===== src/rtl/leb128_dec_stream_ctrl_if.sv =====
// leb128_dec_stream_ctrl_if
//   Byte-stream input and decoded-value output of the LEB128 stream decoder.
//   Signals:
//     in_data[7:0]   encoded byte (bit7 = continuation, bits6:0 = payload)
//     in_signed      decode mode, taken with the first byte of each value
//     in_valid       producer offers in_data
//     in_ready       decoder accepts in_data
//     out_data[31:0] decoded value (zero on error)
//     out_err        value was malformed
//     out_valid      result offered, held until accepted
//     out_ready      consumer accepts the result
//   Modports: slave = decoder side, master = producer/consumer side.
interface leb128_dec_stream_ctrl_if;
  logic [7:0]  in_data;
  logic        in_signed;
  logic        in_valid;
  logic        in_ready;
  logic [31:0] out_data;
  logic        out_err;
  logic        out_valid;
  logic        out_ready;

  modport slave (
    input  in_data, in_signed, in_valid, out_ready,
    output in_ready, out_data, out_err, out_valid
  );

  modport master (
    output in_data, in_signed, in_valid, out_ready,
    input  in_ready, out_data, out_err, out_valid
  );
endinterface


===== src/rtl/leb128_dec_stream_ctrl.sv =====
// leb128_dec_stream_ctrl
//   Collects 1..5 LEB128 bytes of a 32-bit value from a byte stream, decodes
//   them (signed or unsigned, chosen with the first byte), and offers the
//   result on a valid/ready output. Overlong encodings report an error and
//   the remainder of the bad value is drained before decoding resumes.
//   Ports:
//     clk        rising-edge clock
//     rst_n      asynchronous active-low reset
//     bus        leb128_dec_stream_ctrl_if.slave (byte input, result output)
//     dbg_state  current FSM state (0 COLLECT, 1 EMIT, 2 DRAIN)
//   Optional build macro:
//     LEB128_DEC_OVERFLOW_CHK_EN  reject a terminating 5th byte whose
//                                 payload bits 6:4 do not fit 32 bits.
//
// Handshake: a transfer happens on a rising edge where valid & ready are
// both 1. A producer holds its data stable while valid = 1 and ready = 0;
// out_valid/out_data/out_err stay put until out_ready is seen.
module leb128_dec_stream_ctrl #(
  parameter int MAX_BYTES = 5
) (
  input  logic                          clk,
  input  logic                          rst_n,
  leb128_dec_stream_ctrl_if.slave       bus,
  output logic [1:0]                    dbg_state
);

  typedef enum logic [1:0] {
    COLLECT = 2'd0,
    EMIT    = 2'd1,
    DRAIN   = 2'd2
  } state_t;

  state_t      state_q, state_d;
  logic [2:0]  cnt_q, cnt_d;
  logic [6:0]  win_q [MAX_BYTES];
  logic [6:0]  win_d [MAX_BYTES];
  logic        mode_q, mode_d;
  logic        drain_q, drain_d;
  logic [31:0] data_q, data_d;
  logic        err_q, err_d;
  logic        rst_done_q;

  logic        in_ready_c;
  logic        fire;
  logic [2:0]  cnt_use;
  logic        mode_eff;
  logic [6:0]  pl [MAX_BYTES];
  logic [34:0] raw;
  logic [31:0] dec_val;
  logic        ovf;
  logic        coll;

  // Signed decode: sign bit is bit6 of the terminating byte; a 5-byte value
  // already fills all 32 bits, so it is simply truncated.
  function automatic logic [31:0] unpack_i32(input logic [34:0] r, input logic [2:0] n);
    logic [31:0] v;
    case (n)
      3'd0:    v = {{25{r[6]}},  r[6:0]};
      3'd1:    v = {{18{r[13]}}, r[13:0]};
      3'd2:    v = {{11{r[20]}}, r[20:0]};
      3'd3:    v = {{4{r[27]}},  r[27:0]};
      default: v = r[31:0];
    endcase
    return v;
  endfunction

  function automatic logic [31:0] unpack_u32(input logic [34:0] r);
    return r[31:0];
  endfunction

  // The byte being accepted lands at index cnt_use. Leaving EMIT restarts a
  // value, so a byte taken in that cycle is the first byte of the next value.
  assign cnt_use  = (state_q == COLLECT) ? cnt_q : 3'd0;
  assign mode_eff = (cnt_use == 3'd0) ? bus.in_signed : mode_q;

  // In EMIT the input is ready exactly when the result leaves (bypass).
  // rst_done_q holds input off until the first clock after reset release.
  always_comb begin
    in_ready_c = 1'b0;
    case (state_q)
      COLLECT: in_ready_c = rst_done_q;
      EMIT:    in_ready_c = rst_done_q & bus.out_ready;
      DRAIN:   in_ready_c = rst_done_q;
      default: in_ready_c = 1'b0;
    endcase
  end

  assign fire = bus.in_valid & in_ready_c;

  // Decoder window: stored payloads below the current byte, the incoming
  // payload at its slot, zero above it.
  always_comb begin
    for (int i = 0; i < MAX_BYTES; i++) begin
      if (3'(i) < cnt_use)       pl[i] = win_q[i];
      else if (3'(i) == cnt_use) pl[i] = bus.in_data[6:0];
      else                       pl[i] = 7'd0;
    end
  end

  assign raw     = {pl[4], pl[3], pl[2], pl[1], pl[0]};
  assign dec_val = mode_eff ? unpack_i32(raw, cnt_use) : unpack_u32(raw);

`ifdef LEB128_DEC_OVERFLOW_CHK_EN
  // Bits above 31 carried by the 5th byte must be pure zero/sign extension.
  always_comb begin
    ovf = 1'b0;
    if (cnt_use == 3'(MAX_BYTES - 1)) begin
      if (mode_eff) ovf = (bus.in_data[6:4] != {3{bus.in_data[3]}});
      else          ovf = (bus.in_data[6:4] != 3'd0);
    end
  end
`else
  logic unused_hi;
  assign unused_hi = ^raw[34:32];
  assign ovf       = 1'b0;
`endif

  always_comb begin
    state_d = state_q;
    cnt_d   = cnt_q;
    win_d   = win_q;
    mode_d  = mode_q;
    drain_d = drain_q;
    data_d  = data_q;
    err_d   = err_q;
    coll    = 1'b0;

    case (state_q)
      COLLECT: coll = fire;
      EMIT: begin
        if (bus.out_ready) begin
          for (int i = 0; i < MAX_BYTES; i++) win_d[i] = 7'd0;
          cnt_d = 3'd0;
          if (drain_q) begin
            drain_d = 1'b0;
            state_d = (fire && !bus.in_data[7]) ? COLLECT : DRAIN;
          end else begin
            state_d = COLLECT;
            coll    = fire;
          end
        end
      end
      DRAIN: begin
        if (fire && !bus.in_data[7]) begin
          state_d = COLLECT;
          cnt_d   = 3'd0;
        end
      end
      default: state_d = COLLECT;
    endcase

    if (coll) begin
      if (cnt_use == 3'd0) mode_d = bus.in_signed;
      if (!bus.in_data[7]) begin
        data_d  = ovf ? 32'd0 : dec_val;
        err_d   = ovf;
        cnt_d   = 3'd0;
        state_d = EMIT;
      end else if (cnt_use == 3'(MAX_BYTES - 1)) begin
        // Still continuing on the last legal byte: overlong.
        data_d  = 32'd0;
        err_d   = 1'b1;
        drain_d = 1'b1;
        cnt_d   = 3'd0;
        state_d = EMIT;
      end else begin
        win_d[cnt_use] = bus.in_data[6:0];
        cnt_d          = cnt_use + 3'd1;
      end
    end
  end

  always_ff @(posedge clk or negedge rst_n) begin
    if (!rst_n) begin
      state_q    <= COLLECT;
      cnt_q      <= 3'd0;
      for (int i = 0; i < MAX_BYTES; i++) win_q[i] <= 7'd0;
      mode_q     <= 1'b0;
      drain_q    <= 1'b0;
      data_q     <= 32'd0;
      err_q      <= 1'b0;
      rst_done_q <= 1'b0;
    end else begin
      state_q    <= state_d;
      cnt_q      <= cnt_d;
      win_q      <= win_d;
      mode_q     <= mode_d;
      drain_q    <= drain_d;
      data_q     <= data_d;
      err_q      <= err_d;
      rst_done_q <= 1'b1;
    end
  end

  assign bus.in_ready  = in_ready_c;
  assign bus.out_valid = (state_q == EMIT);
  assign bus.out_data  = data_q;
  assign bus.out_err   = err_q;
  assign dbg_state     = state_q;

endmodule


===== src/flat_wrapper.sv =====
// flat-port wrapper written by rule: the top's interface ports become plain ports
module leb128_dec_stream_ctrl_flat 
#(
  parameter int MAX_BYTES = 5
)
  (clk, rst_n, dbg_state, bus_in_data, bus_in_signed, bus_in_valid, bus_out_ready, bus_in_ready, bus_out_data, bus_out_err, bus_out_valid);
  leb128_dec_stream_ctrl_if bus_i ();
  input  logic clk;
  input  logic rst_n;
  output logic [1:0] dbg_state;
  input wire logic [$bits(bus_i.in_data)-1:0] bus_in_data;
  input wire logic [$bits(bus_i.in_signed)-1:0] bus_in_signed;
  input wire logic [$bits(bus_i.in_valid)-1:0] bus_in_valid;
  input wire logic [$bits(bus_i.out_ready)-1:0] bus_out_ready;
  output wire logic [$bits(bus_i.in_ready)-1:0] bus_in_ready;
  output wire logic [$bits(bus_i.out_data)-1:0] bus_out_data;
  output wire logic [$bits(bus_i.out_err)-1:0] bus_out_err;
  output wire logic [$bits(bus_i.out_valid)-1:0] bus_out_valid;
  assign bus_i.in_data = bus_in_data;
  assign bus_i.in_signed = bus_in_signed;
  assign bus_i.in_valid = bus_in_valid;
  assign bus_i.out_ready = bus_out_ready;
  assign bus_in_ready = bus_i.in_ready;
  assign bus_out_data = bus_i.out_data;
  assign bus_out_err = bus_i.out_err;
  assign bus_out_valid = bus_i.out_valid;
  leb128_dec_stream_ctrl #(.MAX_BYTES(MAX_BYTES)) u_core (.clk(clk), .rst_n(rst_n), .bus(bus_i), .dbg_state(dbg_state));
endmodule

===== config.mk =====
export PLATFORM = sky130hd
export DESIGN_NAME = leb128_dec_stream_ctrl_flat
export DESIGN_NICKNAME = d
export VERILOG_FILES = /design/src/rtl/leb128_dec_stream_ctrl_if.sv /design/src/rtl/leb128_dec_stream_ctrl.sv /design/src/flat_wrapper.sv
export SDC_FILE = /design/constraint.sdc
export NUM_CORES = 1
export LEC_CHECK = 0
export CAP_MARGIN = 10
export CELL_PAD_IN_SITES_DETAIL_PLACEMENT = 0
export CELL_PAD_IN_SITES_GLOBAL_PLACEMENT = 1
export CORE_MARGIN = 5
export CORE_UTILIZATION = 39
export CTS_CLUSTER_DIAMETER = 60
export DETAILED_ROUTE_END_ITERATION = 10
export PLACE_DENSITY_LB_ADDON = 0.15
export SLEW_MARGIN = 15
export SYNTH_ARGS = -nofsm -noshare
export SYNTH_HDL_FRONTEND = slang
export SYNTH_SLANG_ARGS = --single-unit

===== constraint.sdc =====
create_clock -name clk -period 2.3 [get_ports clk]
set_input_delay 0.345 -clock clk [delete_from_list [all_inputs] [get_ports clk]]
set_output_delay 0.345 -clock clk [all_outputs]
set_load 0.02 [all_outputs]

==> flow_summary.yaml <==
outcome:
  status: "finished, final reports clean"
place:
  placed_area_mm2: 0.00485
  place_ws_ns: -0.0792
  gp_congestion: 0.901
  hpwlAfterDp_um: 8210
  port_buffers: 49
detailed_routing:
  detail_route.first_pass.iterations: 5
  detail_route.vias_per_cell: 5.48
  drt-total-wl_um: 11800
  drc_errors: 0
  routedWlPerCell_um: 18.8
  num_vias: 3455
  drt_iter0_drc: 259
  ant_nets: 0
logic_synthesis:
  synth_mux_area_frac: 0.0913
  yosys.area_share.simple: 0.199
  synth_edf_count: 0
  netlist-cell-type-count: 58
  async_flop_share: 1.00
  yosysWarningCount: 0
  avgSynthCellArea_um2: 9.44
  synthFlopType: "dfrtp_1"
  synth-seq-cells: 73
  synthXorXnorAreaFrac: 0.00222
  synthesis.area_mm2: 0.00395
  synth-compound-area-share: 0.170
  yosysSeqAreaShare: 0.463
  synth_top_family_by_area: "simple AND/OR/NAND/NOR gates"
  synth_fa_ha_area_frac: 0.0222
  synthCells: 418
  syn-num-nets: 438
timing:
  maxSlewViolCount: 0
  setup_viol: 0
  relSlewSlack: 0.658
  finClkSkew_ns: 0.00874
  fin_crit_ns: 2.20
  fmax_mhz: 455
  hold_violations: 0
  rsz0062_at_grt: "no"
  worst_pin_slew_ns: 0.510
  layout_setup_ws_ns: 0.101
  fin_crit_sh: 0.956
setup_path:
  path_cells: "ha_1, nor2b_1, and2_4, o2111ai_4, buf_4, nand2b_1, mux2i_1"
  worst_path_max_delay_cell: "dfrtp_2"
  r2r_cells: 7
  crit_required_ns: 2.56
  critPathKind: "flip-flop to flip-flop"
  crit_buf_inv: 1
  cp_top_family: "simple AND/OR/NAND/NOR gates"
  worst_ep_arrival_time_ns: 2.46
  critPathMaxStageDelay_ns: 0.44
  cp_num_cells: 7
  crit_fanout: 7
  end_kind: "flip-flop"
  start_kind: "flip-flop"
cts:
  tritoncts: "built"
  path_clk_slew_ns: 0.08
  cts_root_buf: "clkbuf_8"
  htreeDepth: 3
  cts.sinks: 73
  hold_buffers: 0
  cts_inserted_buffers: 9
  postCtsSetupBuffers: 0
  clk_latency_ns: 0.36
  cts_resized: 2
  clock_path_buffers: 2
cells_and_area:
  layout-drive-gt1-share: 0.181
  n_antenna_cell: 0
  areaGrowthSynthToFinish_pct: 30.2
  layout.nets: 513
  post-route-cell-area_mm2: 0.00513
  nFillCells: 977
power:
  swShare: 0.368
  vdd_drop_max_mv: 0.494
  p_clk_frac: 0.228
  leakage_uw: 0.00251
  total_power_uw: 5500
  p_int_uw: 3470
  switchingPower_uw: 2020
  pwr-share-comb: 0.446
  p_per_area_mw_per_mm2: 1070
  seq_power_share: 0.326
floorplan:
  boundaryPins: 50
  die_x_um: 111
  die_h_um: 111
  core_mm2: 0.00982
  initial_core_util: 0.402
  rows: 36
  die_area_mm2: 0.0122
global_routing:
  overflow: 0
  track_usage: 0.194
  grt_pass1_vias: 3479
  grt_first_pass_wirelength_um: 19100
  grt_start_max_net_pins: 74
  antenna_found_initial: 0
worst_hold_path:
  hp-class: "input pin to async pin"
run:
  drv_cap: 0
[per-stage QoR]
| stage | hold slack [ns] | utilization | std cells | setup TNS (ns) |
|---|---|---|---|---|
| 6_report | 0.000884 | 0.523 | 630 | 0 |
| 5_1_grt | 0.0496 | 0.523 | 630 | 0 |
| 4_1_cts | 0.0252 | 0.518 | 630 | 0 |
| 3_5_place_dp | 0.409 | 0.494 | 615 | -0.477 |
| 3_3_place_gp | 0.410 | 0.494 | 615 | 0 |
| 2_1_floorplan | 0.0494 | - | 418 | 0 |
[cells in the mapped netlist (all sizes together) (2+ instances only)]
| cell | number | area share |
|---|---|---|
| a21oi | 20 | 0.025 |
| nor2 | 13 | 0.012 |
| nand4b | 6 | 0.013 |
| mux2 | 8 | 0.023 |
| clkbuf | 13 | 0.013 |
| ha | 7 | 0.022 |
| o31ai | 10 | 0.019 |
| o22ai | 3 | 0.0048 |
| a221o | 6 | 0.015 |
| nand4 | 3 | 0.0048 |
| buf | 17 | 0.024 |
| a21o | 2 | 0.0038 |
| o21ai | 15 | 0.020 |
| nor2b | 2 | 0.0032 |
| and3 | 13 | 0.021 |
| a21bo | 2 | 0.0051 |
| o2111ai | 3 | 0.011 |
| nand2 | 100 | 0.095 |
| o211ai | 5 | 0.0095 |
| dfrtp | 73 | 0.46 |
| a22oi | 6 | 0.011 |
| o311ai | 4 | 0.011 |
| nand2b | 3 | 0.0048 |
| inv | 14 | 0.013 |
| or4 | 2 | 0.0038 |
| o21a | 2 | 0.0038 |
| nor3 | 5 | 0.0063 |
| mux2i | 27 | 0.069 |
| and2 | 3 | 0.0060 |
| nand3 | 9 | 0.011 |
| a32o | 6 | 0.015 |
[cell usage in the layout (no fill, tap or decap), drive strengths merged, types with 3 or more instances in the layout]
master / instances
a21oi: 20
a221o: 6
a22oi: 6
a32o: 6
and2: 3
and3: 13
buf: 46
bufinv: 3
clkbuf: 10
clkdlybuf4s50: 47
dfrtp: 73
ha: 7
inv: 14
mux2: 8
mux2i: 27
nand2: 100
nand2b: 3
nand3: 9
nand4: 3
nand4b: 6
nor2: 13
nor3: 5
o2111ai: 3
o211ai: 5
o21ai: 15
o22ai: 3
o311ai: 4
o31ai: 10
[registers in the layout, summed over array words and instances, names as in the netlist]
name and cells:
u_core.drain_q 1, u_core.rst_done_q 1, u_core.win_q 32, u_core.mode_q 1
u_core.cnt_q 3, u_core.bus.out_err 1, u_core.dbg_state 2, u_core.bus.out_data 32
[final cells by class]
| class | instances | area [um^2] | share of cell area |
|---|---|---|---|
| Tap cell | 133 | 166 | 0.0324 |
| Sequential cell | 73 | 1830 | 0.356 |
| Clock inverter | 5 | 104 | 0.0202 |
| Inverter | 14 | 52.6 | 0.0102 |
| Multi-Input combinational cell | 301 | 1980 | 0.385 |
| Timing Repair Buffer | 94 | 867 | 0.169 |
| Clock buffer | 10 | 138 | 0.0268 |
[worst register-to-register path: stages, from the launching register on]
cell and delay [ns]:
dfrtp_2 0.44, ha_1 0.24, nor2b_1 0.23, and2_4 0.21, o2111ai_4 0.15, buf_4 0.19, nand2b_1 0.36, mux2i_1 0.28
[routing by layer]
| metal | GRT usage | part of all wire |
|---|---|---|
| met1 | 0.280 | 0.49 |
| met2 | 0.282 | 0.44 |
| met5 | 0 | 0 |
| met4 | 0.0714 | 0.017 |
| met3 | 0.0476 | 0.055 |
[cells by family (layout without fill, tap and decap cells)]
logic type	after synthesis	in the layout
adder cells (fa/ha/maj)	7	7
multiplexers	35	35
XOR/XNOR	1	1
buffers and inverters	44	123
flip-flops	73	73
AND/OR/NAND/NOR	166	166
other	1	1
AO/OA/AOI/OAI	91	91
[path summary, 6_finish.rpt]
path | start | end | slack [ns]
setup / recovery | u_core.dbg_state[0]$_DFF_PN0_ | u_core.win_q[22]$_DFF_PN0_ | 0.10
hold / removal | rst_n | u_core.bus.out_data[1]$_DFFE_PN0P_ | 0.0009
setup reg to reg | u_core.dbg_state[0]$_DFF_PN0_ | u_core.win_q[22]$_DFF_PN0_ | 0.10
hold reg to reg | u_core.bus.out_data[30]$_DFFE_PN0P_ | u_core.bus.out_data[30]$_DFFE_PN0P_ | 0.47
max in group asynchronous | rst_n | u_core.dbg_state[1]$_DFF_PN0_ | 1.94
min in group clk | u_core.bus.out_data[30]$_DFFE_PN0P_ | u_core.bus.out_data[30]$_DFFE_PN0P_ | 0.47
[power groups by stage]
stage | clock network, uW | logic (uW) | registers (uW)
floorplan | 0 | 1180 | 2030
global placement | 0 | 2370 | 1810
detailed placement | 0 | 2390 | 1810
CTS | 1280 | 2400 | 1790
global route | 1330 | 2660 | 1830
finish | 1250 | 2450 | 1790
Note: power is estimated with default switching activity, not from simulation.
==> variant, RTL diff (same flow settings) <==
Build with the macro `LEB128_DEC_OVERFLOW_CHK_EN` defined.
--- a/src/rtl/leb128_dec_stream_ctrl.sv
+++ b/src/rtl/leb128_dec_stream_ctrl.sv
@@ -15,6 +15,8 @@
 // Handshake: a transfer happens on a rising edge where valid & ready are
 // both 1. A producer holds its data stable while valid = 1 and ready = 0;
 // out_valid/out_data/out_err stay put until out_ready is seen.
+`define LEB128_DEC_OVERFLOW_CHK_EN
+
 module leb128_dec_stream_ctrl #(
   parameter int MAX_BYTES = 5
 ) (
Behaviour: not the same (a bounded check fails within 10 cycles, from zero or initial values and one cycle with rst_n low).
==> variant against the original RTL <==
Sequential cell count stayed put. Synthesized area is 0.79% higher. Power increased by 3.3%. Critical path depth grew 2. Wire length is 6.4% lower. Critical endpoint is now u_core.bus.out_data[11]. Worst setup slack got worse by 34 ps. Cell area decreased by 1.6%.
==> variant: results <==
metrics = {
    "global_route": {
        "grtUsageMet2": 0.283,
        "grt_pass1_vias": 3285,
        "grt.met1_usage": 0.258,
        "met3_usage": 0.0311,
        "grt_pass1_wl_um": 18000,
        "grt_use_total": 0.182,
        "grt_start_max_net_pins": 34,
    },
    "setup_path": {
        "maximum_fanout_encountered_on_the_critical_timing_path": 7,
        "crit_slowest_cell": "sky130_fd_sc_hd__dfrtp_2",
        "largest_delay_share_family_worst_path": "compound AO/OA/AOI/OAI gates",
    },
    "routing": {
        "met1Wirelength_um": 5340,
        "met2_wirelength_from_detailed_routing_um": 5100,
        "detailed_route_iter0_violations": 225,
        "routed-via-count": 3369,
        "wl_met3_um": 457,
        "topRoutingLayerUsed": "met4",
        "postRouteWirelength_um": 11100,
    },
    "cells_and_area": {
        "post_route_cells_drive_above_1_share": 0.194,
        "filler_cell_count": 926,
        "fin_nets": 511,
    },
    "synthesis": {
        "post_synth_fa_ha_maj_area_fraction": 0.0220,
        "netlist_top_cells_count": "102 x sky130_fd_sc_hd__nand2_1, 73 x sky130_fd_sc_hd__dfrtp_1, 49 x sky130_fd_sc_hd__o21ai_0",
        "synth_compound_area_frac": 0.241,
        "synth_nets": 452,
        "post_synth_mux_area_share": 0.00913,
        "synth_xor_xnor_area_share": 0,
        "synth.yosys.seq_area_share": 0.459,
        "yosys-top-cells-area": "sky130_fd_sc_hd__dfrtp_1 46%, sky130_fd_sc_hd__nand2_1 9.6%, sky130_fd_sc_hd__o21ai_0 6.2%",
    },
    "clock_network": {
        "cts_resizes": 3,
    },
    "placed_design": {
        "gpl.final_weighted_congestion": 0.847,
        "io_buffers": 49,
        "detailed_placement_wirelength_estimate_um": 7860,
    },
    "pwr": {
        "pwr.group.clock_mw": 1.03,
        "vdd.ir_drop.worst_uv": 513,
        "seq_power_share": 0.335,
        "total_leakage_power_nw": 2.18,
    },
    "sta": {
        "finalClockSkew_ps": 11.3,
        "slew_headroom": 0.544,
        "setup_violations": 0,
    },
    "status": {
        "status": "finished clean",
    },
}
variant: changes by cell type after synthesis, moves of 7 or more:
cell,change
sky130_fd_sc_hd__and2_1,+7
sky130_fd_sc_hd__o21ai_0,+36
sky130_fd_sc_hd__o31ai_1,-9
sky130_fd_sc_hd__o21ai_1,+9
sky130_fd_sc_hd__mux2_2,-7
sky130_fd_sc_hd__a211oi_1,+7
sky130_fd_sc_hd__mux2i_1,-26
sky130_fd_sc_hd__a22o_1,+7
variant: final timing paths:
| check | start | to | slack [ps] | depth (start not counted) |
|---|---|---|---|---|
| max | u_core.dbg_state[1] | u_core.bus.out_data[11] | 70 | 9 |
| min | rst_n | u_core.bus.out_data[22] | 40 | 1 |
| max reg2reg | u_core.dbg_state[1] | u_core.bus.out_data[11] | 70 | 9 |
| min reg2reg | u_core.bus.out_data[2] | u_core.bus.out_data[2] | 480 | 2 |
| max in group asynchronous | rst_n | u_core.bus.out_data[20] | 1540 | 2 |
| min in group clk | u_core.bus.out_data[2] | u_core.bus.out_data[2] | 480 | 2 |
variant: metrics by stage:
stage	area, µm²	utilization	setup slack (ps)	std cells	power [mW]
2_1_floorplan	4060	-	-42.1	432	3.62
3_3_place_gp	4720	0.478	37.1	605	4.50
3_5_place_dp	4720	0.478	-17.7	605	4.53
4_1_cts	4920	0.499	3.49	621	5.56
5_1_grt	5050	0.512	-30.0	629	6.04
6_report	5050	0.512	67.2	629	5.68
variant: final cells by class:
| type | instances | area share |
|---|---|---|
| Inverter | 8 | 0.00594 |
| Tap cell | 133 | 0.0329 |
| Sequential cell | 73 | 0.362 |
| Timing Repair Buffer | 83 | 0.152 |
| Clock inverter | 3 | 0.00792 |
| Multi-Input combinational cell | 316 | 0.407 |
| Clock buffer | 13 | 0.0314 |
